[config.mk]
export PLATFORM = sky130hd
export DESIGN_NAME = hamming_tx
export DESIGN_NICKNAME = d
export VERILOG_FILES = /design/src/rtl/hamming_tx.sv
export SDC_FILE = /design/constraint.sdc
export NUM_CORES = 1
export LEC_CHECK = 0
export ABC_AREA = 0
export CAP_MARGIN = 20
export CELL_PAD_IN_SITES_DETAIL_PLACEMENT = 2
export CELL_PAD_IN_SITES_GLOBAL_PLACEMENT = 2
export CORE_UTILIZATION = 30
export DETAILED_ROUTE_END_ITERATION = 10
export PLACE_DENSITY = 0.76
export SYNTH_ARGS = -nofsm -noshare
export SYNTH_HDL_FRONTEND = slang
export SYNTH_SLANG_ARGS = --single-unit
export TNS_END_PERCENT = 20
[constraint.sdc]
create_clock -name clk -period 3.9 [get_ports clk]
set_clock_uncertainty 0.1 [all_clocks]
set_input_delay 0.78 -clock clk [delete_from_list [all_inputs] [get_ports clk]]
set_output_delay 0.78 -clock clk [all_outputs]
set_load 0.05 [all_outputs]
[src/rtl/hamming_tx.sv]
// Hamming(12,8) transmitter: encodes an accepted byte (with optional single-bit error injection)
// and serialises start, 12 code bits LSB first, then stop bit(s), with tx driven from a flop.
module hamming_tx #(
  parameter int CLKS_PER_BIT = 4,
  parameter int STOP_BITS    = 1
) (
  input  logic        clk,
  input  logic        rst,
  input  logic [7:0]  in_data,
  input  logic        in_valid,
  output logic        in_ready,
  input  logic [3:0]  inj_pos,
  output logic        tx,
  output logic [11:0] code_out,
  output logic        busy,
  output logic        frame_done
);

  typedef enum logic [1:0] {IDLE, START, DATA, STOP} state_e;

  localparam logic [8:0] BIT_LAST  = 9'(CLKS_PER_BIT - 1);
  localparam logic [8:0] STOP_LAST = 9'(STOP_BITS * CLKS_PER_BIT - 1);

  state_e      state_q, state_d;
  logic [8:0]  tick_q, tick_d;
  logic [3:0]  bcnt_q, bcnt_d;
  logic [11:0] code_q, code_d;
  logic        tx_q, tx_d;
  logic [3:0]  bcnt_nxt;

  function automatic logic [11:0] encode(input logic [7:0] d, input logic [3:0] pos);
    logic [11:0] c;
    logic [3:0]  idx;
    c[2]  = d[0];
    c[4]  = d[1];
    c[5]  = d[2];
    c[6]  = d[3];
    c[8]  = d[4];
    c[9]  = d[5];
    c[10] = d[6];
    c[11] = d[7];
    c[0]  = d[0] ^ d[1] ^ d[3] ^ d[4] ^ d[6];
    c[1]  = d[0] ^ d[2] ^ d[3] ^ d[5] ^ d[6];
    c[3]  = d[1] ^ d[2] ^ d[3] ^ d[7];
    c[7]  = d[4] ^ d[5] ^ d[6] ^ d[7];
    // Positions 13..15 fall outside the codeword and leave it untouched
    idx = pos - 4'd1;
    if (pos != 4'd0 && pos <= 4'd12) c[idx] = ~c[idx];
    return c;
  endfunction

  assign bcnt_nxt = bcnt_q + 4'd1;

  always_comb begin
    state_d = state_q;
    tick_d  = tick_q;
    bcnt_d  = bcnt_q;
    code_d  = code_q;
    tx_d    = tx_q;
    case (state_q)
      IDLE: begin
        tx_d = 1'b1;
        if (in_valid) begin
          code_d  = encode(in_data, inj_pos);
          state_d = START;
          tick_d  = '0;
          tx_d    = 1'b0;
        end
      end
      START: begin
        if (tick_q == BIT_LAST) begin
          state_d = DATA;
          tick_d  = '0;
          bcnt_d  = '0;
          tx_d    = code_q[0];
        end else begin
          tick_d = tick_q + 9'd1;
        end
      end
      DATA: begin
        if (tick_q == BIT_LAST) begin
          tick_d = '0;
          if (bcnt_q == 4'd11) begin
            state_d = STOP;
            tx_d    = 1'b1;
          end else begin
            bcnt_d = bcnt_nxt;
            tx_d   = code_q[bcnt_nxt];
          end
        end else begin
          tick_d = tick_q + 9'd1;
        end
      end
      STOP: begin
        if (tick_q == STOP_LAST) begin
          state_d = IDLE;
          tick_d  = '0;
        end else begin
          tick_d = tick_q + 9'd1;
        end
      end
      default: state_d = IDLE;
    endcase
  end

  always_ff @(posedge clk or posedge rst) begin
    if (rst) begin
      state_q <= IDLE;
      tick_q  <= '0;
      bcnt_q  <= '0;
      code_q  <= '0;
      tx_q    <= 1'b1;
    end else begin
      state_q <= state_d;
      tick_q  <= tick_d;
      bcnt_q  <= bcnt_d;
      code_q  <= code_d;
      tx_q    <= tx_d;
    end
  end

  // Status outputs decode flops only, so reset reaches them without a clock edge
  assign in_ready   = (state_q == IDLE);
  assign busy       = (state_q != IDLE);
  assign frame_done = (state_q == STOP) && (tick_q == STOP_LAST);
  assign tx         = tx_q;
  assign code_out   = code_q;

endmodule

==> impl_metrics.toml, run 1 <==
[placement]
post_dp_cell_area_sq_um = 2510
io_buffer_count = 30
last_weighted_congestion_value_of_the_routability_driven_placer = 0.744
place.detailed.hpwl_um = 4490

[clock_network]
numCtsBuffers = 3
postCtsSetupBuffers = 0
cts_root_buf = "sky130_fd_sc_hd__clkbuf_8"
cts_hold_buffers = 0
clock_tree.htree_level_count = 1
path_clk_slew_ns = 0.11
postcts_resize_cnt = 0
tritoncts_num_sinks = 28
insertion_delay_ns = 0.28
tritoncts = "yes"
clk_path_buf_depth = 2

[synthesis]
post_synth.cell_area_avg_sq_um = 9.55
synthesis.yosys.warnings = 0
synth_flop_cell = "sky130_fd_sc_hd__dfrtp_1"
async_reset_ff_share_pct = 100
number_of_library_cell_types_mapped_by_synthesis = 46
synthCells = 219
ys_ff_latch = 28
postSynthNetCount = 247
seq_area_frac_synth_pct = 33.6
synth_top_cell_area_share_pct = 32.3
synth_enable_flop_cells = 0
synthDominantAreaCellType = "sky130_fd_sc_hd__dfrtp_1"
synth.cell_area_sq_um = 2090
synthTopCellsByArea = "sky130_fd_sc_hd__dfrtp_1 32%, sky130_fd_sc_hd__ha_1 7.8%, sky130_fd_sc_hd__xnor2_1 5.0%, sky130_fd_sc_hd__mux4_2 4.3%, sky130_fd_sc_hd__nand2_1 4.3%"

[grt]
grt_max_degree = 20
grt_antenna_before_repair = 0
grt_overflow = 0
grt_first_pass_wirelength_um = 9650
via_count_of_the_first_global_routing_pass = 1936
gr-usage-all-layers_pct = 16.8

[finish]
finalCoreUtilization_pct = 38.2
area_growth_syn_to_layout_pct = 23.5
layout.cells.most_common_list = "30 x sky130_fd_sc_hd__clkdlybuf4s50_1, 27 x sky130_fd_sc_hd__dfrtp_1, 24 x sky130_fd_sc_hd__nand2_1"
final_cell_area_sq_um = 2580
nNetsFinal = 283
insertedDiodeCount = 0
mostFrequentLayoutCell = "sky130_fd_sc_hd__clkdlybuf4s50_1"
drive_above_1_share_pct = 10.2

[route]
drt_iter0_markers = 26
via_count = 1777
via_per_inst = 5.32
detail_route.drc_violations = 0
route.antenna.remaining_nets = 0
drt-total-wl_um = 5490
drt-pass1-iter-count = 4
post_drt_wl_per_cell_um = 16.4

[timing]
setup_repair_after_global_routing_missed_its_margin = "no"
finalSetupViolations = 0
timing.final.crit_period_ns = 3.28
hold_viol_final = 0
slew_violations = 0
max_clock_freq_ghz = 0.305
final_min_period_over_clock_period_pct = 84.0
final.setup.tns_ns = 0
tightest_slew_ns = 0.704
relative_max_transition_margin_pct = 53.0

[worst_setup_path]
critical_path.slowest_cell = "sky130_fd_sc_hd__clkdlybuf4s50_1"
crit_type = "flip-flop to output pin"
peak_per_stage_delay_on_the_critical_path_ns = 0.79
register_to_register_setup_slack_ns = 1.69
ff2ff_path_depth = 6
crit_path_cell_trace = "ha_1 > nor4b_1 > buf_4 > and3_1 > clkdlybuf4s50_1"
critical_path.max_fanout = 5
worst_setup_path_start_kind = "flip-flop"
cp-end-kind = "output pin"
arrival_ns = 2.40
cp.required_ns = 3.02

[pwr]
pwr_density_cell_nw_per_um2 = 721
max-vdd-ir-drop_v = 0.000191
power.static_leakage_uw = 0.00107

[run]
max_cap_violations = 0

[die]
die_area_sq_um = 7310
start_util_pct = 30.9
pin_count = 31
placementRows = 30
core_sq_um = 6760
dieHeight_um = 85.5
dieWidth_um = 85.5

[run_status]
status = "finished, final reports clean"

[hold_path]
min_path_type = "flip-flop to flip-flop"
min_path_cells = 2
-- flip-flops by register name (all words and copies together) (netlist names) --
name and cells:
bcnt_q 4, code_out 12, state_q 2, tick_q 9
tx 1
-- through the flow --
stage / instances / hold slack, ns / total power, uW / worst slack, ns
after CTS: 334 / 0.442 / 1890 / 0.591
after global placement: 329 / 0.410 / 1620 / 0.588
final: 334 / 0.437 / 1860 / 0.624
after detailed placement: 330 / 0.417 / 1650 / 0.484
after floorplan: 219 / 0.386 / 1280 / 1.46
after global routing: 334 / 0.476 / 2000 / 0.449
-- per-layer routing --
metal  vias to the layer above  global-route usage [%]  routed length (um)
met5                         -                       0                   0
met4                         0                    5.45                  73
met3                         4                    1.36                  77
met2                        23                    29.4                2760
met1                       900                    21.9                2570
li1                        850                       -                   -
-- where the power goes --
group          internal [uW]  switching [uW]
combinational            442             672
clock                    138            97.4
sequential               400             113
total                    980             882
-- Yosys cell counts (all sizes together) (7+ instances only) --
library cell	n
mux2i	8
inv	9
nand2	25
nand3	8
xor2	7
o21ai	8
o31ai	9
xnor2	12
nor3b	8
ha	13
nor2	22
dfrtp	27
a21oi	7
-- layout make-up --
class / count / area, sq um
multi-input cells: 179 / 1340
fillers: 765 / 4170
flip-flops and latches: 28 / 702
clock buffers: 3 / 41.3
repair buffers: 34 / 338
inverters: 9 / 33.8
well taps: 80 / 100
clock inverters: 1 / 30.0
-- cell families (layout without fill, tap and decap cells) --
logic type | after synthesis | in the layout | synth area share (%)
XOR/XNOR | 20 | 20 | 9.40
multiplexers | 16 | 16 | 11.0
AO/OA/AOI/OAI | 36 | 36 | 12.6
adder cells (fa/ha/maj) | 13 | 13 | 7.78
flip-flops | 28 | 28 | 33.6
buffers and inverters | 12 | 47 | 2.45
AND/OR/NAND/NOR | 94 | 94 | 23.2
-- path summary, 6_finish.rpt --
kind	startpoint	endpoint
max in group asynchronous	rst	tx
hold / removal	code_out[6]	code_out[6]
hold reg to reg	code_out[6]	code_out[6]
setup / recovery	tick_q[0]	frame_done
min in group asynchronous	rst	state_q[1]
setup reg to reg	tick_q[0]	bcnt_q[3]
-- worst max-delay path: cells and delay by family, from the launching register on --
family | cells | cell delay, ns
buf+inv | 2 | 0.99
fa+ha+maj | 1 | 0.25
flops | 1 | 0.43
simple gates | 2 | 0.46
(Power assumes the default switching activity.)
==> run 2, diff against run 1 <==
==> constraint.sdc (replaced) <==
create_clock -name clk -period 3.1 [get_ports clk]
set_clock_uncertainty 0.1 [all_clocks]
set_input_delay 0.62 -clock clk [delete_from_list [all_inputs] [get_ports clk]]
set_output_delay 0.62 -clock clk [all_outputs]
set_load 0.05 [all_outputs]
==> impl_metrics.toml, run 2 (synthesis gave the netlist of run 1 again) <==
[run_status]
status = "finished, final reports clean"

[route]
post_drt_wl_per_cell_um = 17.2
drt-pass1-iter-count = 4
drt-total-wl_um = 5750
via_per_inst = 5.28
route.antenna.remaining_nets = 0
drt_iter0_markers = 62
via_count = 1770
detail_route.drc_violations = 0

[finish]
largest_reg_flops = 12
area_growth_syn_to_layout_pct = 22.6
multi_input_comb_area_sq_um = 1340
drive_above_1_share_pct = 11.0
nNetsFinal = 284
layout.area.seq_sq_um = 702
mostFrequentLayoutCell = "sky130_fd_sc_hd__clkdlybuf4s50_1"
filler_free_cell_count_of_the_finished_design = 335
nFillCells = 772
layout.cells.most_common_list = "29 x sky130_fd_sc_hd__clkdlybuf4s50_1, 27 x sky130_fd_sc_hd__dfrtp_1, 24 x sky130_fd_sc_hd__nand2_1"
insertedDiodeCount = 0

[die]
dieWidth_um = 85.5
die_area_sq_um = 7310
placementRows = 30
pin_count = 31
core_sq_um = 6760
dieHeight_um = 85.5
start_util_pct = 30.9

[pwr]
pwr_density_cell_nw_per_um2 = 894
power.static_leakage_uw = 0.00107
max-vdd-ir-drop_v = 0.000231

[worst_setup_path]
worst_reg2reg_path_startpoint = "tick_q[2]"
cp_num_buf_inv = 3
arrival_ns = 2.04
critical_path.top_delay_family = "buffers and inverters"
crit_path_cell_trace = "inv_1 > ha_1 > inv_1 > clkdlybuf4s50_1"
worst_setup_path_start_kind = "flip-flop"
regToRegEndpoint = "bcnt_q[3]"
peak_per_stage_delay_on_the_critical_path_ns = 0.80
ff2ff_path_depth = 4
crit_type = "flip-flop to output pin"
critical_path.max_fanout = 6
cp.required_ns = 2.38
critical_path.slowest_cell = "sky130_fd_sc_hd__clkdlybuf4s50_1"
register_to_register_setup_slack_ns = 0.84
cp_common_cell = "sky130_fd_sc_hd__inv_1"
cp-end-kind = "output pin"

[placement]
io_buffer_count = 30
last_weighted_congestion_value_of_the_routability_driven_placer = 0.740
place.detailed.instances = 331
place.detailed.hpwl_um = 4650

[clock_network]
postCtsSetupBuffers = 0
cts_hold_buffers = 0
cts_root_buf = "sky130_fd_sc_hd__clkbuf_8"
insertion_delay_ns = 0.28
numCtsBuffers = 3
tritoncts = "yes"
tritoncts_num_sinks = 28
path_clk_slew_ns = 0.10
postcts_resize_cnt = 0
clock_tree.htree_level_count = 1
clk_path_buf_depth = 2

[grt]
grtUsageMet2_pct = 30.9
grt-busiest-layer = "met2"
grt_first_pass_wirelength_um = 9930
gr-usage-all-layers_pct = 17.2
via_count_of_the_first_global_routing_pass = 1929
grt_antenna_before_repair = 0
grt_overflow = 0
met3_usage_pct = 1.17
grt_max_degree = 29
gr-usage-met1_pct = 22.2

[timing]
final_min_period_over_clock_period_pct = 89.1
hold_viol_final = 0
finalSetupViolations = 0
final.setup.tns_ns = 0
relative_max_transition_margin_pct = 51.0
slew_violations = 0
max_clock_freq_ghz = 0.362
timing.final.crit_period_ns = 2.76
tightest_slew_ns = 0.728
setup_repair_after_global_routing_missed_its_margin = "no"

[hold_path]
min_path_type = "flip-flop to flip-flop"
hold_path.startpoint = "code_out[7]"
timing.hold.worst_endpoint = "code_out[7]"
min_path_cells = 2

[run]
max_cap_violations = 0
[run 2: cell count changes in the layout (fill, tap and decap cells not counted)]
cell,before,now
sky130_fd_sc_hd__buf_4,3,6
sky130_fd_sc_hd__clkbuf_8,3,4
sky130_fd_sc_hd__clkdlybuf4s50_1,30,29
sky130_fd_sc_hd__buf_8,1,0
sky130_fd_sc_hd__bufinv_16,1,0
[run 2: stage by stage]
stage | cell area, sq um | power, uW | setup WS, ns | hold slack, ns | util, %
2_1_floorplan | 2090 | 1620 | 0.824 | 0.386 | -
3_3_place_gp | 2510 | 2030 | 0.296 | 0.407 | 37.1
3_5_place_dp | 2510 | 2080 | 0.169 | 0.414 | 37.1
4_1_cts | 2560 | 2330 | 0.330 | 0.438 | 37.9
5_1_grt | 2560 | 2450 | 0.250 | 0.475 | 37.9
6_report | 2560 | 2290 | 0.338 | 0.433 | 37.9
[run 2: worst max path at each step]
| stage | cells after the start | slack, ns | from | to |
|---|---|---|---|---|
| finish | 4 | 0.34 | state_q[1] | busy |
| global placement | 8 | 0.30 | inj_pos[0] | code_out[9] |
| global route | 3 | 0.25 | state_q[1] | in_ready |
| floorplan | 7 | 0.82 | inj_pos[0] | code_out[10] |
| CTS | 4 | 0.33 | state_q[0] | busy |
| detailed placement | 8 | 0.17 | inj_pos[1] | code_out[9] |
[run 2: cell type report]
cell class	instances	area share (%)
repair buffers	35	13.1
flip-flops and latches	28	27.4
clock buffers	4	2.15
well taps	80	3.90
multi-input cells	179	52.2
inverters	9	1.32
[run 2: per-layer routing]
metal,part of all wire [%],wire (um)
met5,0,0
met4,0.82,47
met3,1.4,82
met2,52,2980
met1,46,2640
[run 2: worst min-delay path: stages, from the launching register on]
cell and delay, ns:
sky130_fd_sc_hd__dfrtp_1 0.38, sky130_fd_sc_hd__nand2_1 0.07, sky130_fd_sc_hd__o31ai_2 0.05
[run 2: where the power goes]
part | total, uW | switching, uW | internal (uW)
Combinational | 1410 | 862 | 549
Sequential | 650 | 146 | 504
Clock | 230 | 117 | 114
==> run 3, diff against run 2 <==
--- a/config.mk
+++ b/config.mk
@@ -9,9 +9,10 @@
 export CAP_MARGIN = 20
 export CELL_PAD_IN_SITES_DETAIL_PLACEMENT = 2
 export CELL_PAD_IN_SITES_GLOBAL_PLACEMENT = 2
-export CORE_UTILIZATION = 30
+export CORE_UTILIZATION = 34
 export DETAILED_ROUTE_END_ITERATION = 10
-export PLACE_DENSITY = 0.76
+export MAX_ROUTING_LAYER = met4
+export PLACE_DENSITY = 0.84
 export SYNTH_ARGS = -nofsm -noshare
 export SYNTH_HDL_FRONTEND = slang
 export SYNTH_SLANG_ARGS = --single-unit
==> impl_metrics.toml, run 3 (synthesis gave the netlist of run 1 again) <==
[run_status]
status = "finished, final reports clean"

[clock_network]
clock_tree.htree_level_count = 1
tritoncts_num_sinks = 28
insertion_delay_ns = 0.28
numCtsBuffers = 3
cts_root_buf = "sky130_fd_sc_hd__clkbuf_8"
postCtsSetupBuffers = 0
path_clk_slew_ns = 0.10
clk_path_buf_depth = 2
postcts_resize_cnt = 0
tritoncts = "yes"
cts_hold_buffers = 0

[finish]
layout.cells.most_common_list = "29 x sky130_fd_sc_hd__clkdlybuf4s50_1, 27 x sky130_fd_sc_hd__dfrtp_1, 24 x sky130_fd_sc_hd__nand2_1"
area_growth_syn_to_layout_pct = 21.8
nNetsFinal = 284
insertedDiodeCount = 0
drive_above_1_share_pct = 10.6
largest_reg_flops = 12
mostFrequentLayoutCell = "sky130_fd_sc_hd__clkdlybuf4s50_1"

[timing]
setup_repair_after_global_routing_missed_its_margin = "no"
timing.final.crit_period_ns = 2.77
finalSetupViolations = 0
relative_max_transition_margin_pct = 46.1
tightest_slew_ns = 0.801
hold_viol_final = 0
final.setup.tns_ns = 0
final_min_period_over_clock_period_pct = 89.4
slew_violations = 0
max_clock_freq_ghz = 0.361
finalWorstSetupSlack_ns = 0.330

[route]
drt-total-wl_um = 5860
drt_iter0_markers = 62
via_per_inst = 5.50
detail_route.drc_violations = 0
via_count = 1814
route.antenna.remaining_nets = 0
drt-pass1-iter-count = 4
post_drt_wl_per_cell_um = 17.8

[die]
dieWidth_um = 80.4
placementRows = 28
start_util_pct = 35.3
pin_count = 31
dieHeight_um = 80.4
die_area_sq_um = 6470
core_sq_um = 5920

[pwr]
max-vdd-ir-drop_v = 0.000394
power.static_leakage_uw = 0.00106
pwr_density_cell_nw_per_um2 = 890

[worst_setup_path]
cp-end-kind = "output pin"
crit_path_cell_trace = "inv_1 > ha_1 > clkdlybuf4s50_1"
crit_type = "flip-flop to output pin"
peak_per_stage_delay_on_the_critical_path_ns = 0.86
arrival_ns = 2.05
critical_path.slowest_cell = "sky130_fd_sc_hd__clkdlybuf4s50_1"
worst_setup_path_start_kind = "flip-flop"
register_to_register_setup_slack_ns = 0.74
regToRegEndpoint = "bcnt_q[3]"
cp.required_ns = 2.38
ff2ff_path_depth = 4
critical_path.max_fanout = 6
worst_reg2reg_path_startpoint = "tick_q[2]"

[placement]
detailedPlace.worstSlack_ns = 0.166
place.detailed.hpwl_um = 4680
last_weighted_congestion_value_of_the_routability_driven_placer = 0.830
io_buffer_count = 30

[hold_path]
hold_path.startpoint = "tx"
timing.hold.worst_endpoint = "tx"
min_path_type = "flip-flop to flip-flop"
min_path_cells = 2

[grt]
gr-usage-all-layers_pct = 20.5
grt_max_degree = 20
grt_antenna_before_repair = 0
grt_first_pass_wirelength_um = 9900
via_count_of_the_first_global_routing_pass = 1996
grt_overflow = 0

[run]
max_cap_violations = 0
[run 3: where the power goes]
part	switching, uW	leakage (uW)	internal [uW]	total (uW)
Combinational	860	0.000682	548	1410
Clock	120	0.0000228	92.4	212
Sequential	144	0.000357	504	647
[run 3: through the flow]
stage / power (uW) / hold slack, ns / area, sq um / instances / util [%]
finish: 2270 / 0.435 / 2550 / 330 / 43.0
global route: 2430 / 0.466 / 2550 / 330 / 43.0
CTS: 2300 / 0.443 / 2550 / 330 / 43.0
detailed placement: 2070 / 0.427 / 2500 / 326 / 42.3
global placement: 2020 / 0.406 / 2500 / 326 / 42.3
floorplan: 1620 / 0.386 / 2090 / 219 / -
[run 3: cell type report]
type,count,area (sq um)
Sequential cell,28,702
Multi-Input combinational cell,179,1340
Timing Repair Buffer,35,335
Clock buffer,4,45.0
Tap cell,75,93.8
Fill cell,653,3370
Inverter,9,33.8
[run 3: critical path: cells and delay by family (launching register included)]
family	cells	cell delay [ns]
flops	1	0.44
fa+ha+maj	1	0.34
buf+inv	2	0.99
[run 3: how the worst max path moves through the flow]
stage / endpoint / start / slack, ns / cells after the start
5_1_grt: busy / state_q[0] / 0.24 / 4
4_1_cts: busy / state_q[0] / 0.32 / 4
3_5_place_dp: code_out[2] / inj_pos[1] / 0.17 / 8
3_3_place_gp: code_out[10] / inj_pos[0] / 0.31 / 8
2_1_floorplan: code_out[10] / inj_pos[0] / 0.82 / 7
6_report: in_ready / state_q[0] / 0.33 / 3
[run 3: per-layer routing]
layer | wire, um | share of wire, % | up-vias | track usage [%]
met3 | 107 | 1.8 | 8 | 1.14
met4 | 79 | 1.3 | 0 | 6.43
li1 | - | - | 854 | -
met5 | 0 | 0 | - | -
met1 | 2600 | 44 | 918 | 24.1
met2 | 3080 | 53 | 34 | 37.1
